**src/rtl/rx_frame.sv**
```systemverilog
// rx_frame: strips preamble/SFD, checks FCS, length and rxer, streams payload.
// Define RX_FRAME_STATS_EN to build the good_cnt/bad_cnt frame counters.
module rx_frame #(
    parameter int MIN_LEN = 64,
    parameter int MAX_LEN = 1518
) (
    input  logic        rxclk,
    input  logic        rst_n,
    input  logic        rxdv,
    input  logic        rxer,
    input  logic [7:0]  rxbyte,
    output logic [7:0]  pl_data,
    output logic        pl_valid,
    output logic        pl_sof,
    output logic        pl_eof,
    output logic        frame_ok,
    output logic        frame_bad,
    output logic        crc_err,
    output logic [15:0] good_cnt,
    output logic [15:0] bad_cnt
);

    localparam logic [1:0] S_IDLE = 2'd0;
    localparam logic [1:0] S_PRE  = 2'd1;
    localparam logic [1:0] S_DATA = 2'd2;
    localparam logic [1:0] S_DROP = 2'd3;

    localparam logic [31:0] CRC_RESIDUE = 32'hDEBB20E3;
    localparam logic [31:0] CRC_POLY_R  = 32'hEDB88320;
    localparam logic [10:0] LEN_MIN     = 11'(MIN_LEN);
    localparam logic [10:0] LEN_MAX     = 11'(MAX_LEN);
    localparam logic [10:0] LEN_SAT     = 11'h7FF;
    localparam logic [10:0] LEN_FCS     = 11'd4;

    logic [1:0]      state_q, state_d;
    logic [2:0]      pre_cnt_q, pre_cnt_d;
    logic [31:0]     crc_q, crc_d;
    logic [10:0]     len_q, len_d;
    logic [3:0][7:0] dly_q, dly_d;
    logic            err_q, err_d;
    logic            dv_q, dv_d;
    logic [7:0]      pl_data_q, pl_data_d;
    logic            pl_valid_q, pl_valid_d;
    logic            pl_sof_q, pl_sof_d;
    logic            pl_eof_q, pl_eof_d;
    logic            frame_ok_q, frame_ok_d;
    logic            frame_bad_q, frame_bad_d;
    logic            crc_err_q, crc_err_d;
    logic            crc_good;
    logic            len_good;
    logic            verdict_good;

    function automatic logic [31:0] crc_step(input logic [31:0] c,
                                             input logic [7:0]  d);
        logic [31:0] r;
        r = c;
        for (int i = 0; i < 8; i++) begin
            r = (r[0] ^ d[i]) ? ((r >> 1) ^ CRC_POLY_R) : (r >> 1);
        end
        return r;
    endfunction

    assign crc_good     = (crc_q == CRC_RESIDUE);
    assign len_good     = (len_q >= LEN_MIN) && (len_q <= LEN_MAX);
    assign verdict_good = crc_good && len_good && !err_q;

    always_comb begin
        state_d     = state_q;
        pre_cnt_d   = pre_cnt_q;
        crc_d       = crc_q;
        len_d       = len_q;
        dly_d       = dly_q;
        err_d       = err_q;
        dv_d        = rxdv;
        pl_data_d   = 8'h00;
        pl_valid_d  = 1'b0;
        pl_sof_d    = 1'b0;
        pl_eof_d    = 1'b0;
        frame_ok_d  = 1'b0;
        frame_bad_d = 1'b0;
        crc_err_d   = 1'b0;
        case (state_q)
            S_IDLE: begin
                // dv_q high here means we joined a frame already in flight
                if (rxdv) begin
                    if (!dv_q && rxbyte == 8'h55) begin
                        state_d   = S_PRE;
                        pre_cnt_d = 3'd1;
                    end else begin
                        state_d = S_DROP;
                    end
                end
            end
            S_PRE: begin
                if (!rxdv) begin
                    state_d = S_IDLE;
                end else if (rxbyte == 8'h55) begin
                    if (pre_cnt_q == 3'd7) state_d = S_DROP;
                    else pre_cnt_d = pre_cnt_q + 3'd1;
                end else if (rxbyte == 8'hD5) begin
                    state_d = S_DATA;
                    crc_d   = 32'hFFFFFFFF;
                    len_d   = 11'd0;
                    err_d   = 1'b0;
                    dly_d   = '0;
                end else begin
                    state_d = S_DROP;
                end
            end
            S_DATA: begin
                if (rxdv) begin
                    crc_d = crc_step(crc_q, rxbyte);
                    len_d = (len_q == LEN_SAT) ? len_q : len_q + 11'd1;
                    dly_d = {dly_q[2:0], rxbyte};
                    if (rxer || len_q >= LEN_MAX) err_d = 1'b1;
                    // oldest delay slot is 4 bytes behind, so FCS never leaves
                    if (len_q >= LEN_FCS && len_q < LEN_MAX) begin
                        pl_valid_d = 1'b1;
                        pl_data_d  = dly_q[3];
                        pl_sof_d   = (len_q == LEN_FCS);
                    end
                end else begin
                    state_d     = S_IDLE;
                    pl_eof_d    = 1'b1;
                    frame_ok_d  = verdict_good;
                    frame_bad_d = !verdict_good;
                    crc_err_d   = !crc_good;
                end
            end
            default: begin
                if (!rxdv) state_d = S_IDLE;
            end
        endcase
    end

    always_ff @(posedge rxclk or negedge rst_n) begin
        if (!rst_n) begin
            state_q     <= S_IDLE;
            pre_cnt_q   <= 3'd0;
            crc_q       <= 32'd0;
            len_q       <= 11'd0;
            dly_q       <= '0;
            err_q       <= 1'b0;
            dv_q        <= 1'b1;
            pl_data_q   <= 8'h00;
            pl_valid_q  <= 1'b0;
            pl_sof_q    <= 1'b0;
            pl_eof_q    <= 1'b0;
            frame_ok_q  <= 1'b0;
            frame_bad_q <= 1'b0;
            crc_err_q   <= 1'b0;
        end else begin
            state_q     <= state_d;
            pre_cnt_q   <= pre_cnt_d;
            crc_q       <= crc_d;
            len_q       <= len_d;
            dly_q       <= dly_d;
            err_q       <= err_d;
            dv_q        <= dv_d;
            pl_data_q   <= pl_data_d;
            pl_valid_q  <= pl_valid_d;
            pl_sof_q    <= pl_sof_d;
            pl_eof_q    <= pl_eof_d;
            frame_ok_q  <= frame_ok_d;
            frame_bad_q <= frame_bad_d;
            crc_err_q   <= crc_err_d;
        end
    end

    assign pl_data   = pl_data_q;
    assign pl_valid  = pl_valid_q;
    assign pl_sof    = pl_sof_q;
    assign pl_eof    = pl_eof_q;
    assign frame_ok  = frame_ok_q;
    assign frame_bad = frame_bad_q;
    assign crc_err   = crc_err_q;

`ifdef RX_FRAME_STATS_EN
    logic [15:0] good_cnt_q, good_cnt_d;
    logic [15:0] bad_cnt_q, bad_cnt_d;

    always_comb begin
        good_cnt_d = good_cnt_q + {15'd0, frame_ok_d};
        bad_cnt_d  = bad_cnt_q + {15'd0, frame_bad_d};
    end

    always_ff @(posedge rxclk or negedge rst_n) begin
        if (!rst_n) begin
            good_cnt_q <= 16'd0;
            bad_cnt_q  <= 16'd0;
        end else begin
            good_cnt_q <= good_cnt_d;
            bad_cnt_q  <= bad_cnt_d;
        end
    end

    assign good_cnt = good_cnt_q;
    assign bad_cnt  = bad_cnt_q;
`else
    assign good_cnt = 16'd0;
    assign bad_cnt  = 16'd0;
`endif

endmodule
```
**config.mk**
```make
export PLATFORM = sky130hd
export DESIGN_NAME = rx_frame
export DESIGN_NICKNAME = d
export VERILOG_FILES = /design/src/rtl/rx_frame.sv
export SDC_FILE = /design/constraint.sdc
export NUM_CORES = 1
export LEC_CHECK = 0
export ABC_AREA = 1
export CAP_MARGIN = 20
export CORE_MARGIN = 2
export CORE_UTILIZATION = 52
export DETAILED_ROUTE_END_ITERATION = 8
export PLACE_DENSITY_LB_ADDON = 0.15
export SLEW_MARGIN = 30
export SYNTH_ARGS = -nofsm -noshare
export SYNTH_HDL_FRONTEND = slang
export SYNTH_SLANG_ARGS = --single-unit
```
**constraint.sdc**
```tcl
create_clock -name rxclk -period 1.65 [get_ports rxclk]
set_input_delay 0.33 -clock rxclk [delete_from_list [all_inputs] [get_ports rxclk]]
set_output_delay 0.33 -clock rxclk [all_outputs]
set_load 0.005 [all_outputs]
```
Word level (Yosys, flattened, before mapping)
Index checks and enable logic that the tools add are counted.
Operators by class
  bitwise operators: 16
  multiplexer cells: 61
  magnitude comparators: 5
  add/sub/neg operators: 2
  equality and inequality tests: 20
  reduce and logical (&&, ||, !) cells: 18
Operator list (count)
  2-to-1 mux 32 bit: 16
  one-hot mux 32 bit (2 select lines): 2
  inverter 13 -> 14 bit: 8
  2-to-1 mux 11 bit: 5
  == test 32 bit, second input constant: 1
  2-to-1 mux 8 bit: 3
  one-hot mux 11 bit (2 select lines): 1
  2-to-1 mux 1 bit: 20
  != test 2 bit, second input constant: 10
  AND reduction 6 bit: 3
  2-to-1 mux 3 bit: 5
  2-to-1 mux 2 bit: 6
  adder 11 x 1 -> 11 bit, second input constant: 1
  == test 11 bit, second input constant: 1
  == test 11 x 3 -> 1 bit, second input constant: 1
  >= comparator 11 bit, second input constant: 1
  >= comparator 11 x 3 -> 1 bit, second input constant: 1
  >= comparator 11 x 7 -> 1 bit, second input constant: 1
  <= comparator 11 bit, second input constant: 1
  less-than comparator 11 bit, second input constant: 1
  == test 8 x 7 -> 1 bit, second input constant: 1
  == test 8 bit, second input constant: 1
  bitwise XOR 1 bit: 8
  one-hot mux 3 bit (2 select lines): 1
  other kinds (15): 23
Storage, ports and cells
  input bits: 12
  logic and storage cells: 139
  bits in registers: 96

Logic depth before layout (Yosys ltp)
  depth in word-level cells: 18
  mapped depth: 13

Worst setup path before layout
OpenSTA, ideal clock, no wires.
  path kind: register to register
  from: register len_q[0]
  to: register len_q[8]
  slack: -0.006 ns
  period minus slack after synthesis: 1.656 ns
  required time: 1.527 ns
  path buffers: 1
  arrival time: 1.534 ns
  library setup time: 0.123 ns
  cell stages (with the launch flop): 10
  cell sequence: dfrtp_1 ha_1 nand3_1 nor2_1 nand3_1 nor4_2 nor2_1 buf_2 nand2_1 o21ai_1
On the way
  word-level cells in the longest chain between the ends: 4
Ends and longest elaborated chain
  start, declared: RTL line 38  | logic [10:0] len_q, len_d;
  start signal, assigned: RTL line 156  | len_q <= len_d;
  adder 11 x 1 -> 11 bit: RTL line 113  | len_d = (len_q == LEN_SAT) ? len_q : len_q + 11'd1;
  2-to-1 mux 11 bit: RTL line 113
  2-to-1 mux 11 bit: RTL line 111  | if (rxdv) begin
  one-hot mux 11 bit (2 select lines): RTL line 82  | case (state_q)
Several ways; a longest one is shown, not always the timed one. The select of a mux whose other input is x is not followed.
A chain may end at the register's enable or synchronous reset.

Final worst setup path
  from: register crc_q[0]
  to: register crc_q[4]
On the way
  word-level cells in the longest chain between the ends: 12
Ends and longest elaborated chain
  start, declared: RTL line 37  | logic [31:0] crc_q, crc_d;
  start signal, assigned: RTL line 155  | crc_q <= crc_d;
  bitwise XOR 1 bit: RTL line 58  | r = (r[0] ^ d[i]) ? ((r >> 1) ^ CRC_POLY_R) : (r >> 1);
  2-to-1 mux 32 bit (6 in series): RTL line 58
  bitwise XOR 1 bit: RTL line 58
  2-to-1 mux 32 bit (2 in series): RTL line 58
  2-to-1 mux 32 bit: RTL line 111
  one-hot mux 32 bit (2 select lines): RTL line 82
No other way between the ends. The select of a mux whose other input is x is not followed.

==> impl_metrics.ini <==
[outcome]
outcome = complete, but fails checks
violations = hold timing

[place]
dp.cells = 935
place_ws_ns = -0.621
place_area_mm2 = 0.00643
dp_hpwl_mm = 10.0
port_buffers = 25
gp_congestion = 0.952

[floorplanning]
rows = 37
coreArea_mm2 = 0.0103
num_io_pins = 58
initial_core_util_pct = 53.4
die_y_um = 107
floorplan.die_area_mm2 = 0.0114
die_x_um = 107

[clock_network]
clk_path_buf_depth = 2
clkTransAtPathRegs_ns = 0.10
cts-htree-levels = 3
cts_tree = built
worstSkewPairLatency_ns = 0.38
clock_sinks = 96
cts_root_buf = clkbuf_8
cts_hold_buffers = 0
cts_buffers = 9

[final_layout]
final_core_util_pct = 72.4
layout_common_cells = nand2_1 (133), inv_1 (95), buf_4 (92)
final_common_cell = nand2_1
syn_to_final_growth_pct = 35.6
final_nets = 850
drive_above_1_share_pct = 30.8
final_cells = 974
n_fill_cell = 775
diodes = 0
final_cell_area_mm2 = 0.00744

[logic_synthesis]
yosys_warnings = 0
netlist_instances = 704
ys_seq_elements = 96
synth_seq_area_share_pct = 43.8
synthArstFlopShare_pct = 100
avgSynthCellArea_um2 = 7.79
synth.distinct_cells = 39
synth-edff-count = 0
dominantRegCellSynth = dfrtp_1
syn-cell-area_mm2 = 0.00548

[power_and_ir_drop]
power_density_mw_per_mm2 = 1900
leakagePower_nw = 3.66
fin_total_pwr_mw = 14.2
ir_drop_v = 0.000735

[route]
dr.pass1.iters = 5
via_count = 5099
vias_per_cell = 5.24
wire_per_inst_um = 15.7
routed_wl_mm = 15.3
drc = 0
antenna_left = 0
detail_route.iter0.violations = 429

[timing]
rsz0062_at_grt = true
finalHoldViolCount = 7
finalSetupTns_ns = 0
whs_ns = -0.0159
drv_slew = 0
min_period_ns = 1.61
fin_crit_sh_pct = 97.4
setup_slack_ns = 0.0437
clock_skew_ns = 0.0107
maxSlewHeadroom_pct = 66.0
fmaxAchievable_ghz = 0.623
worst_pin_slew_ns = 0.510
setup_viol = 0

[critical_path]
arrival_ns = 1.88
critPathMaxFanout = 4
crit_type = register to register
worst_setup_path_start_kind = register
r2r_cells = 11
endpoint_kind = register
worstPathRequired_ns = 1.93

[global_route]
grt_use_total_pct = 27.2
grt_pass1_wl_mm = 24.1
antenna_found_initial = 0
grt-ovfl-total = 0
grt_max_degree = 97
grt_pass1_vias = 4878

[job]
maxCapViolations = 0

[min_path]
hold_class = input port to async pin
## sequential cells by signal (all words and copies together), names as in the netlist
register and flops:
dv_q 1, pre_cnt_q 3, frame_bad 1, crc_q 32
pl_eof 1, crc_err 1, pl_valid 1, state_q 2
pl_sof 1, pl_data 8, frame_ok 1, len_q 11
dly_q 32, err_q 1
## cell type report
class	count	area, um^2	area share, %
clock buffers	9	124	1.67
clock inverters	6	76.3	1.03
inverters	109	414	5.57
multi-input cells	479	2950	39.7
flip-flops and latches	96	2410	32.4
well taps	136	170	2.29
repair buffers	139	1290	17.4
## per-layer routing
layer,part of all wire [%],GRT usage [%]
met1,42,37.2
met2,49,43.1
met3,7.1,6.69
met4,1.6,7.98
met5,0,0
## worst max-delay path, stage by stage, from the launching register on
cell and delay [ns]:
dfrtp_1 0.43, inv_2 0.10, nand2_2 0.07, nand2_4 0.13
nand2_4 0.08, nand2_4 0.10, inv_1 0.11, buf_4 0.15
nand2_1 0.07, nand3_1 0.10, o21ai_1 0.11, inv_1 0.05
## Yosys cell counts (7+ instances only)
master / count / share of area [%]
a21oi_1: 8 / 0.73
buf_4: 39 / 5.3
dfrtp_1: 95 / 43
inv_1: 105 / 7.2
nand2_1: 179 / 12
nand3_1: 46 / 4.2
nand4_1: 7 / 0.80
nor2_1: 48 / 3.3
nor3_1: 8 / 0.73
o21ai_0: 22 / 2.0
o21ai_1: 15 / 1.4
o22ai_1: 37 / 4.2
xnor2_1: 9 / 1.4
xor2_1: 31 / 5.0
## where the power goes
group          total [mW]  internal [mW]  switching [mW]
registers            4.07           3.30           0.767
logic                8.44           3.70            4.74
clock network        1.65          0.723           0.931
total                14.2           7.72            6.44
## final timing paths
check	from	to	slack, ns
max	crc_q[0]	crc_q[4]	0.04
min	rst_n	dly_q[27]	-0.02
max reg2reg	crc_q[0]	crc_q[4]	0.04
min reg2reg	dly_q[30]	pl_data[6]	0.50
max in group asynchronous	rst_n	crc_q[5]	1.25
min in group rxclk	rxbyte[0]	dly_q[0]	0.44
## timing repair
item | 4_1_cts | 5_1_grt
gates cloned | 3 | 1
hold endpoints to repair | 0 | 0
endpoints found under the setup margin | 80 | 89
gates resized for setup | 39 | 134
pin swaps | 7 | 33
buffers inserted | 8 | 12
## cells by family after synthesis
group / Yosys count / share of synthesized area, %
AOI/OAI and AO/OA: 88 / 9.22
buffers and inverters: 160 / 13.9
other: 1 / 0.0684
xor gates and xnor gates: 44 / 7.57
adders and majority gates: 4 / 0.913
and+or+nand+nor: 311 / 24.5
DFF: 96 / 43.8
Power figures use the tool's default switching activity.
